**src/rtl/noc_parameters.sv**
```systemverilog
// Shared NoC constants: field widths, initiator IDs, the return path to each
// initiator, and the layout of one outstanding-response slot.
package noc_parameters;

  localparam int SRC_W  = 4;
  localparam int TAG_W  = 4;
  localparam int PATH_W = 7;

  localparam logic [SRC_W-1:0] INIT_ID_A = 4'h1;
  localparam logic [SRC_W-1:0] INIT_ID_B = 4'h2;
  localparam logic [SRC_W-1:0] INIT_ID_C = 4'h3;

  // First hop sits in the LSBs, last hop in the MSBs.
  localparam logic [PATH_W-1:0] PATH_TO_A = 7'b0000001;
  localparam logic [PATH_W-1:0] PATH_TO_B = 7'b0000010;
  localparam logic [PATH_W-1:0] PATH_TO_C = 7'b0000100;

  typedef struct packed {
    logic              failed;
    logic [PATH_W-1:0] path;
    logic [SRC_W-1:0]  source;
    logic [TAG_W-1:0]  tag;
  } slot_t;

endpackage

```
**src/rtl/routing_target_lut.sv**
```systemverilog
// Return-path lookup for this target NI. Unknown sources yield path 0
// with failed_o raised.
module routing_target_lut
  import noc_parameters::*;
(
  input  logic [SRC_W-1:0]  source_i,
  output logic [PATH_W-1:0] path_o,
  output logic              failed_o
);

  always_comb begin
    path_o   = '0;
    failed_o = 1'b0;
    unique case (source_i)
      INIT_ID_A: path_o = PATH_TO_A;
      INIT_ID_B: path_o = PATH_TO_B;
      INIT_ID_C: path_o = PATH_TO_C;
      default:   failed_o = 1'b1;
    endcase
  end

endmodule

```
**src/rtl/routing_target_response.sv**
```systemverilog
// Response-side routing: an in-order FIFO of {failed, path, source, tag}
// captured from request headers and presented with each response header.
module routing_target_response
  import noc_parameters::*;
#(
  parameter int DEPTH = 4
) (
  input  logic                       clock,
  input  logic                       reset,
  input  logic                       req_hdr_valid,
  output logic                       req_hdr_ready,
  input  logic [SRC_W-1:0]           req_source,
  input  logic [TAG_W-1:0]           req_tag,
  output logic                       resp_hdr_valid,
  input  logic                       resp_hdr_accept,
  output logic [PATH_W-1:0]          resp_path,
  output logic [SRC_W-1:0]           resp_target,
  output logic [TAG_W-1:0]           resp_tag,
  output logic                       failed_decoding,
  output logic [$clog2(DEPTH):0]     outstanding
);

  localparam int PTR_W = $clog2(DEPTH);
  localparam int CNT_W = PTR_W + 1;

  slot_t            slots_q [DEPTH];
  logic [PTR_W-1:0] wrPtr_q, wrPtr_d;
  logic [PTR_W-1:0] rdPtr_q, rdPtr_d;
  logic [CNT_W-1:0] count_q, count_d;

  logic [PATH_W-1:0] lutPath;
  logic              lutFailed;
  logic              push, pop;
  slot_t             newSlot, headSlot;

  routing_target_lut u_lut (
    .source_i (req_source),
    .path_o   (lutPath),
    .failed_o (lutFailed)
  );

  assign req_hdr_ready  = (count_q != CNT_W'(DEPTH));
  assign resp_hdr_valid = (count_q != '0);

  always_comb begin
    push    = req_hdr_valid & req_hdr_ready;
    pop     = resp_hdr_valid & resp_hdr_accept;
    newSlot = '{failed: lutFailed, path: lutPath, source: req_source, tag: req_tag};
    wrPtr_d = push ? wrPtr_q + PTR_W'(1) : wrPtr_q;
    rdPtr_d = pop  ? rdPtr_q + PTR_W'(1) : rdPtr_q;
    count_d = count_q;
    if (push && !pop) count_d = count_q + CNT_W'(1);
    else if (pop && !push) count_d = count_q - CNT_W'(1);
  end

  always_ff @(posedge clock) begin
    if (reset) begin
      wrPtr_q <= '0;
      rdPtr_q <= '0;
      count_q <= '0;
      for (int i = 0; i < DEPTH; i++) slots_q[i] <= '0;
    end else begin
      if (push) slots_q[wrPtr_q] <= newSlot;
      wrPtr_q <= wrPtr_d;
      rdPtr_q <= rdPtr_d;
      count_q <= count_d;
    end
  end

  // Head fields read as zero whenever nothing is held.
  always_comb begin
    headSlot = '0;
    if (resp_hdr_valid) headSlot = slots_q[rdPtr_q];
  end

  assign resp_path       = headSlot.path;
  assign resp_target     = headSlot.source;
  assign resp_tag        = headSlot.tag;
  assign failed_decoding = headSlot.failed;
  assign outstanding     = count_q;

endmodule

```
**config.mk**
```make
export PLATFORM = sky130hd
export DESIGN_NAME = routing_target_response
export DESIGN_NICKNAME = d
export VERILOG_FILES = /design/src/rtl/noc_parameters.sv /design/src/rtl/routing_target_lut.sv /design/src/rtl/routing_target_response.sv
export SDC_FILE = /design/constraint.sdc
export NUM_CORES = 1
export LEC_CHECK = 0
export ABC_AREA = 1
export BUFFER_PORTS_ARGS = -buffer_cell sky130_fd_sc_hd__buf_2
export CORE_MARGIN = 2
export CORE_UTILIZATION = 30
export DETAILED_ROUTE_END_ITERATION = 10
export MAX_ROUTING_LAYER = met4
export PLACE_DENSITY = 0.59
export SLEW_MARGIN = 20
export SYNTH_ARGS = -nofsm -noshare
export SYNTH_HDL_FRONTEND = slang
export SYNTH_SLANG_ARGS = --single-unit
```
**constraint.sdc**
```tcl
create_clock -name clock -period 1.95 [get_ports clock]
set_clock_uncertainty 0.2 [all_clocks]
set_input_delay 0.0975 -clock clock [delete_from_list [all_inputs] [get_ports clock]]
set_output_delay 0.0975 -clock clock [all_outputs]
set_load 0.02 [all_outputs]
```
# Word level (Yosys, flattened, before mapping)

Memory sizes are Yosys's and may differ from the RTL's. A register that Yosys moved wholly into a read port is not among the register bits.
Cells that the tools add are included.

Register bits after elaboration: 7
Bits in latches: 0
RAM bits: 48
Memory bits (read-only): 0
Input port bits: 12
Memories kept: 1

$add $sub $neg: 4
Multipliers: 0
Div/mod/pow operators: 0
$lt $le $gt $ge: 0
Equality and inequality tests: 4
Shift-type cells: 0
Muxes and demuxes: 15
Bitwise logic cells: 2
Reductions and logical operators: 8

Memory list:

| memory  | depth | bits a word | read ports | clocked after Yosys merged registers in | wr ports | line                          | text |
|---|---|---|---|---|---|---|---|
| slots_q | 4     | 12          | 1          | 1                                       | 4        | routing_target_response.sv:26 | `slot_t slots_q [DEPTH];` |

Operators by type and width:

| kind                                                                  | number |
|---|---|
| 16-bit 2-to-1 mux                                                     | 1 |
| 12-bit 2-to-1 mux                                                     | 1 |
| 12-bit OR reduction                                                   | 1 |
| 3-bit one-hot mux with 3 select lines                                 | 1 |
| 4-bit by 2-bit equality test with 1-bit output, second input constant | 2 |
| 1-bit 2-to-1 mux                                                      | 7 |
| 2-bit 2-to-1 mux                                                      | 3 |
| 3-bit 2-to-1 mux                                                      | 2 |
| 2-bit by 1-bit adder with 2-bit output, second input constant         | 2 |
| 4-bit by 1-bit equality test with 1-bit output, second input constant | 1 |
| 3-bit by 1-bit adder with 3-bit output, second input constant         | 1 |
| 3-bit != test, second input constant                                  | 1 |
| 3-bit nonzero test                                                    | 1 |
| 3-bit OR reduction                                                    | 1 |
| 3-bit by 1-bit subtractor with 3-bit output, second input constant    | 1 |
| 1-bit bitwise AND                                                     | 2 |
| 1-bit logical AND                                                     | 2 |
| 1-bit logical NOT                                                     | 2 |
| 2-bit nonzero test                                                    | 1 |

# Longest topological paths before layout

Gate-level depths: netlist of the first run.

Depth in word-level cells: 7
Mapped depth: 11

# Hierarchy

From an unflattened synthesis of the first run, not the netlist that was laid out.

Cells, all modules: 374
Area, all modules: 3667.3 um^2

By module, submodules not included:

| module                  | times used | cells an instance | area an instance (um^2) | seq. area each (um^2) |
|---|---|---|---|---|
| routing_target_response | 1          | 356               | 3583.4                  | 2102.0 |
| routing_target_lut      | 1          | 18                | 83.8                    | 0.0 |

# Worst setup path before layout of the first run

Ideal clock, no wire load.

Path type: register to register
From: register count_q[0] (netlist: outstanding[0])
To: memory slots_q[2][0] (netlist bit), enable pin
Data arrival time: 1928 ps
Required time: 1352 ps
Path slack: -576 ps
Stages on the path, launching flop included: 5
Path buffers: 0
Cell sequence: dfxtp_1 -> nor2_2 -> nand2_1 -> nand4_1 -> o21ai_0

RTL lines:

| element                | line                          | text |
|---|---|---|
| start, declared        | routing_target_response.sv:29 | `logic [CNT_W-1:0] count_q, count_d;` |
| start signal, assigned | routing_target_response.sv:66 | `count_q <= count_d;` |
| end, declared          | routing_target_response.sv:26 |  |

# Worst setup path in the final report of the first run

From: register count_q[0] (netlist: outstanding[0])
To: register count_q[2] (netlist: outstanding[2])

Cells in the longest elaborated chain, start to end: 5
Elaborated cells between the ends (all ways): 13

RTL lines:

| element |
|---|
| parallel branches: the longest is 5 deep, another holds 3-bit by 1-bit subtractor with 3-bit output |

Several ways; the timed one is not identified. The select of a mux whose other input is x is not followed.
A chain may end at the register's enable or synchronous reset.

==> qor.yml, run 1 <==
outcome: "finished clean"
seq_area_frac_synth: 0.5854
synth_top_area_share: 0.5203
tns_ns: 0
grt_use_met1: 0.1748
grt_first_pass_wirelength_um: 10740
worstPathArrival_ns: 1.96
synth.most_common_cell: "nor2_1"
drt_wl_total_um: 6686
worstHoldPathCells: 2
holdWs_ns: 0.3080
rr_endpoint: "outstanding[2]"
async_reset_ff_frac: 0
setup_viol: 0
grtUsageMet3: 0.04944
area_delta_synth_final_pct: 28.27
hold_start: "rdPtr_q[0]"
p_per_area_nw_per_um2: 1289
grt_max_degree: 25
peakVddDrop_v: 0.0009000
postSynthAreaPerCell_um2: 9.652
critPathLaunchType: "register"
ys_seq_elements: 57
gr-total-overflow: 0
cts_tree: "yes"
htree_levels: 3
grt.met2_usage: 0.2406
num-fill-cells: 910
worstSkewPairLatency_ns: 0.34
yosysTopAreaCell: "edfxtp_1"
chipWidth_um: 100.1
grt_busiest_layer: "met2"
io_buffers: 28
grt_pass1_vias: 2129
dr_total_vias: 2135
power_mw: 4.581
slew_violations: 0
drc_errors: 0
synth_edf_count: 48
nNetsFinal: 358
r2r_slack_ns: 0.04
fmax_mhz: 522.3
vias_per_cell: 4.641
drtPass1Iterations: 4
coreArea_um2: 9109
endpoint_kind: "register"
synthCells: 287
path_clk_slew_ns: 0.07
ant_nets: 0
wl_per_cell_um: 14.53
dp_cells: 429
cts_buffers: 9
synthDistinctLibCells: 26
layoutNonFillerInstCount: 460
fin_crit_ns: 1.914
finalCritPeriodShare: 0.9818
crit_fanout: 3
drt-initial-drc-count: 90
post-place-ws_ns: -0.03851
p_leak_nw: 1.415
clk_root_buffer_cell: "clkbuf_8"
start_util: 0.3041
final_area_um2: 3553
rsz0062_at_grt: "yes"
grtUsageTotal: 0.1482
drive_gt1_frac: 0.3266
synth_flop_cell: "edfxtp_1"
syn_area_um2: 2770
die_area_um2: 10020
gp_congestion: 0.8006
cts_sinks: 57
num_rows: 35
ioPinCount: 33
cts_buffer_depth: 2
antennaDiodeCount: 0
yosysWarnings: 0
synthTopCellsByCount: "76 x nor2_1, 48 x edfxtp_1, 26 x o21ai_0, 24 x nand2_1, 21 x inv_1"
worstSetupPathType: "register to register"
ff2ff_path_depth: 11
synth.area.top_cells: "edfxtp_1 52%, nor2_1 10%, dfxtp_1 6.5%"
hpwl_um: 4459
dpl_cell_area_um2: 3142
antenna_found_initial: 0
die_h_um: 100.1
layout_setup_ws_ns: 0.03551
hold_path.class: "register to register"
hold_viol_final: 0
required_ns: 1.99
final_core_util: 0.3901
cap_violations: 0
crit-reg2reg-launch: "outstanding[0]"
==> cells in the final DEF, fill, tap and decap left out, types with 2 or more instances in the layout <==
cell type | Yosys | final
nand2_4 | 0 | 2
buf_12 | 0 | 2
o21ai_0 | 26 | 25
nor2_1 | 76 | 76
nand3_1 | 8 | 7
nand2_2 | 2 | 3
conb_1 | 1 | 4
nor2_2 | 12 | 11
clkinvlp_4 | 0 | 3
edfxtp_1 | 48 | 48
dlygate4sd3_1 | 0 | 12
dfxtp_1 | 9 | 4
dfxtp_4 | 0 | 3
nand2_1 | 24 | 21
buf_4 | 5 | 24
a21oi_2 | 0 | 6
nor3_1 | 3 | 3
a21oi_1 | 16 | 10
inv_2 | 3 | 4
dfxtp_2 | 0 | 2
nand4_1 | 3 | 3
clkbuf_8 | 0 | 9
buf_2 | 6 | 22
inv_1 | 21 | 19
clkinv_4 | 0 | 2
nor3_2 | 10 | 10
==> kinds of logic after synthesis <==
family / count (synthesis) / synth area share
other: 1 / 0.001354
AO/OA/AOI/OAI: 43 / 0.08175
XOR/XNOR: 1 / 0.003162
adder cells (fa/ha/maj): 2 / 0.01174
buffers and inverters: 42 / 0.07453
AND/OR/NAND/NOR: 141 / 0.2421
flip-flops: 57 / 0.5854
==> metal layers <==
| layer | vias to the layer above | part of all wire |
|---|---|---|
| met3 | 9 | 0.055 |
| met1 | 1008 | 0.44 |
| met2 | 57 | 0.49 |
| met4 | 0 | 0.011 |
| li1 | 1061 | - |
| met5 | - | 0 |
==> repair_timing <==
| item | CTS | global route |
|---|---|---|
| gates resized for setup | 2 | 20 |
| setup endpoints to repair | 2 | 12 |
| hold buffers | 12 | 0 |
| pin swaps | 1 | 3 |
| gates cloned | 0 | 0 |
| setup buffers | 1 | 2 |
| endpoints found under the hold margin | 30 | 0 |
==> worst max-delay path by stage <==
stage	end	startpoint	cells after the start
after floorplan	outstanding[2]	outstanding[0]	10
after global placement	outstanding[2]	outstanding[0]	11
after detailed placement	outstanding[2]	outstanding[0]	11
after CTS	outstanding[2]	outstanding[1]	11
after global routing	outstanding[2]	outstanding[0]	10
final	outstanding[2]	outstanding[0]	11
==> where the power goes <==
part | total, mW | switching, mW | internal, mW
Sequential | 1.59 | 0.0856 | 1.50
Clock | 1.08 | 0.494 | 0.586
Combinational | 1.91 | 1.20 | 0.714
Total | 4.58 | 1.78 | 2.80
==> state kept, by name (all words and copies together), names as in the netlist, named ones only <==
name	cells
outstanding	3
rdPtr_q	2
wrPtr_q	2
slots_q	48
==> worst max-delay path: stages, from the launching register on <==
cell,delay [ns]
dfxtp_4,0.35
nor2_4,0.17
nand2_4,0.08
nand2_4,0.08
ha_4,0.12
inv_2,0.04
fa_2,0.33
or2_4,0.25
nand3_2,0.07
nand2_2,0.04
inv_1,0.05
nor2_1,0.03
==> layout make-up <==
class,count,area [um2],area share
Tap cell,111,138.9,0.03908
Clock inverter,7,71.32,0.02007
Sequential cell,57,1635,0.4602
Inverter,24,93.84,0.02641
Multi-Input combinational cell,191,1025,0.2884
Clock buffer,9,123.9,0.03486
Timing Repair Buffer,61,465.4,0.1310
Note: power is estimated with default switching activity, not from simulation.
==> run 2: changes to the inputs <==
==> constraint.sdc (replaced) <==
create_clock -name clock -period 1.95 [get_ports clock]
set_clock_uncertainty 0.2 [all_clocks]
set_input_delay 0.0975 -clock clock [delete_from_list [all_inputs] [get_ports clock]]
set_output_delay 0.0975 -clock clock [all_outputs]
set_load 0.005 [all_outputs]
==> qor.yml, run 2 (synthesized netlist as in run 1, its figures left out) <==
dp_cells: 429
hold_path.class: "register to register"
antennaDiodeCount: 0
fmax_mhz: 512.0
gp_congestion: 0.7882
ff2ff_path_depth: 11
grtUsageTotal: 0.1446
worstPathArrival_ns: 1.99
die_area_um2: 10020
htree_levels: 3
gr-total-overflow: 0
finalCritPeriodShare: 1.002
setup_viol: 1
io_buffers: 28
num_rows: 35
final_core_util: 0.3812
slew_violations: 0
antenna_found_initial: 0
dr_total_vias: 2092
layoutNonFillerInstCount: 458
p_per_area_nw_per_um2: 1220
p_leak_nw: 1.390
chipWidth_um: 100.1
endpoint_kind: "register"
drive_gt1_frac: 0.3026
regMostFlops: "slots_q"
top_layer_used: "met4"
ioPinCount: 33
tns_ns: -0.003121
dr_wl_met3_um: 275
cts_buffer_depth: 2
layout_setup_ws_ns: -0.003121
hpwl_um: 4369
final_cell_mix: "76 x nor2_1, 48 x edfxtp_1, 28 x buf_2"
die_h_um: 100.1
required_ns: 1.99
grt_first_pass_wirelength_um: 10490
nNetsFinal: 356
cts_sinks: 57
clk_root_buffer_cell: "clkbuf_8"
cap_violations: 0
drc_errors: 0
wirelength_met1_um: 3035
path_clk_slew_ns: 0.07
worstSkewPairLatency_ns: 0.34
cts_buffers: 9
largest_reg_flops: 48
hold_viol_final: 0
outcome: "complete, but fails checks"
critPathLaunchType: "register"
grt_max_degree: 25
r2r_slack_ns: -0.003
peakVddDrop_v: 0.0008949
start_util: 0.3041
num-fill-cells: 902
power_mw: 4.237
wl_per_cell_um: 14.30
crit_fanout: 3
route.met2.wl_um: 3177
vias_per_cell: 4.568
drt-initial-drc-count: 82
rsz0062_at_grt: "yes"
worstHoldPathCells: 2
fin_crit_ns: 1.953
cts_tree: "yes"
grt_pass1_vias: 2062
holdWs_ns: 0.3096
worstSetupPathType: "register to register"
ant_nets: 0
drt_wl_total_um: 6549
violations: "negative setup slack"
coreArea_um2: 9109
post-place-ws_ns: -0.01484
drtPass1Iterations: 4
area_delta_synth_final_pct: 25.34
final_common_cell: "nor2_1"
dpl_cell_area_um2: 3119
final_area_um2: 3472
[run 2: what timing repair did]
action / CTS / global route
gates cloned: 0 / 0
pin swaps: 4 / 2
gates resized for setup: 3 / 6
setup endpoints to repair: 3 / 4
hold buffers: 12 / 0
hold endpoints to repair: 33 / 0
buffers inserted: 1 / 0
[run 2: final cells by class]
class / instances / area [um2] / share of cell area
flip-flops and latches: 57 / 1632 / 0.4699
multi-input cells: 191 / 983.4 / 0.2832
repair buffers: 59 / 422.9 / 0.1218
well taps: 111 / 138.9 / 0.04000
clock buffers: 9 / 123.9 / 0.03568
inverters: 24 / 92.59 / 0.02667
clock inverters: 7 / 78.83 / 0.02270
[run 2: power by group]
| part | total, mW | switching, mW | internal [mW] | leakage (nW) |
|---|---|---|---|---|
| logic | 1.52 | 0.902 | 0.622 | 0.723 |
| clock network | 1.13 | 0.529 | 0.600 | 0.0925 |
| registers | 1.58 | 0.0862 | 1.50 | 0.574 |
[run 2: worst max-delay path, stage by stage, from the launching register on]
cell	delay (ns)
dfxtp_4	0.35
nor2_4	0.16
nand2_2	0.08
nand2_2	0.07
ha_2	0.17
inv_2	0.05
fa_2	0.35
or2_4	0.24
nand3_2	0.05
nand2_1	0.04
inv_1	0.04
nor2_1	0.03
[run 2: worst paths after layout]
kind,start,to
max,outstanding[0],outstanding[2]
min,wrPtr_q[0],wrPtr_q[0]
min reg2reg,wrPtr_q[0],wrPtr_q[0]
max reg2reg,outstanding[0],outstanding[2]
[run 2: layer usage]
metal	GRT usage	vias up
li1	-	1055
met1	0.1732	979
met2	0.2370	49
met3	0.04039	9
met4	0.04742	0
met5	-	-
==> run 3: changes to the inputs <==
--- a/config.mk
+++ b/config.mk
@@ -5,7 +5,6 @@
 export SDC_FILE = /design/constraint.sdc
 export NUM_CORES = 1
 export LEC_CHECK = 0
-export ABC_AREA = 1
 export BUFFER_PORTS_ARGS = -buffer_cell sky130_fd_sc_hd__buf_2
 export CORE_MARGIN = 2
 export CORE_UTILIZATION = 30
==> qor.yml, run 3 <==
path_clk_slew_ns: 0.06
required_ns: 2.02
worstPathArrival_ns: 2.14
dr_total_vias: 1711
final_cell_mix: "48 x edfxtp_1, 32 x and2_1, 28 x buf_2"
post-place-ws_ns: -0.1009
tns_ns: -0.1222
hold_viol_final: 0
regMostFlops: "slots_q"
worstSkewPairLatency_ns: 0.33
nNetsFinal: 272
vias_per_cell: 4.637
synth_edf_count: 48
num_rows: 34
fmax_mhz: 482.6
start_util: 0.3059
syn_area_um2: 2629
drt_wl_total_um: 5509
swShare: 0.2800
worstSetupPathType: "register to register"
hold_path.class: "primary input to register"
synth.area.top_cells: "edfxtp_1 55%, mux4_2 10%, and2_1 7.6%"
grt_first_pass_wirelength_um: 8742
cts_buffer_depth: 2
peakVddDrop_v: 0.0005682
yosysTopAreaCell: "edfxtp_1"
gr-total-overflow: 0
cts_buffers: 9
crit_fanout: 4
io_buffers: 28
rsz0062_at_grt: "yes"
layout_setup_ws_ns: -0.1222
grt_max_degree: 17
die_area_um2: 9528
synth_top_area_share: 0.5483
ys_seq_elements: 57
violations: "negative setup slack"
antenna_found_initial: 0
fin_crit_ns: 2.072
drtPass1Iterations: 4
setup_viol: 1
finalCritPeriodShare: 1.063
seqPwrFrac: 0.399
final_common_cell: "edfxtp_1"
comb_power_share: 0.317
async_reset_ff_frac: 0
seq_area_frac_synth: 0.6168
slew_violations: 0
p_leak_nw: 1.339
clkPwrFrac: 0.284
coreArea_um2: 8593
clk_root_buffer_cell: "clkbuf_8"
largest_reg_flops: 48
hpwl_um: 3586
wl_per_cell_um: 14.93
outcome: "complete, but fails checks"
endpoint_kind: "register"
synthCells: 193
p_per_area_nw_per_um2: 1169
drt-initial-drc-count: 93
antennaDiodeCount: 0
yosysWarnings: 0
drc_errors: 0
netSwitchingPower_mw: 1.129
synthTopCellsByCount: "48 x edfxtp_1, 32 x and2_1, 22 x nor2_1, 12 x mux4_2, 12 x nor2b_1"
synthDistinctLibCells: 31
internal_power_mw: 2.902
htree_levels: 3
synth_flop_cell: "edfxtp_1"
postSynthAreaPerCell_um2: 13.62
power_mw: 4.031
ant_nets: 0
die_h_um: 97.61
grtUsageTotal: 0.1239
cts_sinks: 57
critPathLaunchType: "register"
cap_violations: 0
final_core_util: 0.4014
ioPinCount: 33
grt_pass1_vias: 1770
cts_tree: "yes"
gp_congestion: 0.7781
drive_gt1_frac: 0.3640
synth.most_common_cell: "edfxtp_1"
chipWidth_um: 97.61
area_delta_synth_final_pct: 31.22
run 3: metrics by stage:
step,area (um2),std cells,hold slack (ns)
2_1_floorplan,2676,196,0.09565
3_3_place_gp,3079,343,0.2143
3_5_place_dp,3079,343,0.2205
4_1_cts,3385,368,0.03876
5_1_grt,3450,369,0.09465
6_report,3450,369,0.06039
run 3: cell type report:
type / instances / area, um2
fillers: 832 / 5144
repair buffers: 60 / 451.7
multi-input cells: 125 / 1013
clock inverters: 5 / 72.57
clock buffers: 9 / 123.9
inverters: 5 / 18.77
flip-flops and latches: 57 / 1634
well taps: 108 / 135.1
run 3: kinds of logic (layout without fill, tap and decap cells):
kind of cell    count (synthesis)  count (layout)  share of synthesized area
compound gates                 12              12                    0.02665
xor+xnor                        3               3                   0.009997
fa+ha+maj                       2               2                    0.01237
buf+inv                        14              79                    0.02713
flops                          57              57                     0.6168
mux                            13              13                     0.1066
other cells                     1               4                   0.001427
simple gates                   91              91                     0.1989
run 3: worst paths after layout:
check | cells past startpoint | to | slack, ns | startpoint
setup / recovery | 7 | outstanding[2] | -0.12 | outstanding[2]
hold / removal | 4 | wrPtr_q[1] | 0.06 | req_hdr_valid
setup reg to reg | 7 | outstanding[2] | -0.12 | outstanding[2]
hold reg to reg | 2 | register | 0.30 | rdPtr_q[1]
run 3: per-layer routing:
layer / routed length (um) / track usage / up-vias
met5: 0 / - / -
li1: - / - / 822
met1: 2586 / 0.1503 / 844
met2: 2661 / 0.1963 / 33
met4: 71 / 0.04487 / 0
met3: 189 / 0.03813 / 12
run 3: power groups by stage:
stage	Combinational [mW]	Clock, mW	Sequential, mW
after floorplan	0.682	0	1.62
after global placement	1.14	0	1.61
after detailed placement	1.14	0	1.62
after CTS	1.17	1.15	1.60
after global routing	1.40	1.22	1.63
final	1.28	1.14	1.61
run 3: worst max-delay path: stages, from the launching register on:
cell and delay [ns]:
dfxtp_4 0.36, o31ai_4 0.26, ha_2 0.22, inv_2 0.04, fa_2 0.32, xor2_1 0.15, or3_1 0.33, a21oi_2 0.12
run 3: repair_timing:
action / in CTS / in global routing
hold buffers: 10 / 0
endpoints found under the hold margin: 40 / 0
pin swaps: 2 / 2
cloned: 0 / 1
gates resized for setup: 1 / 10
setup endpoints to repair: 5 / 12
setup buffers: 1 / 0
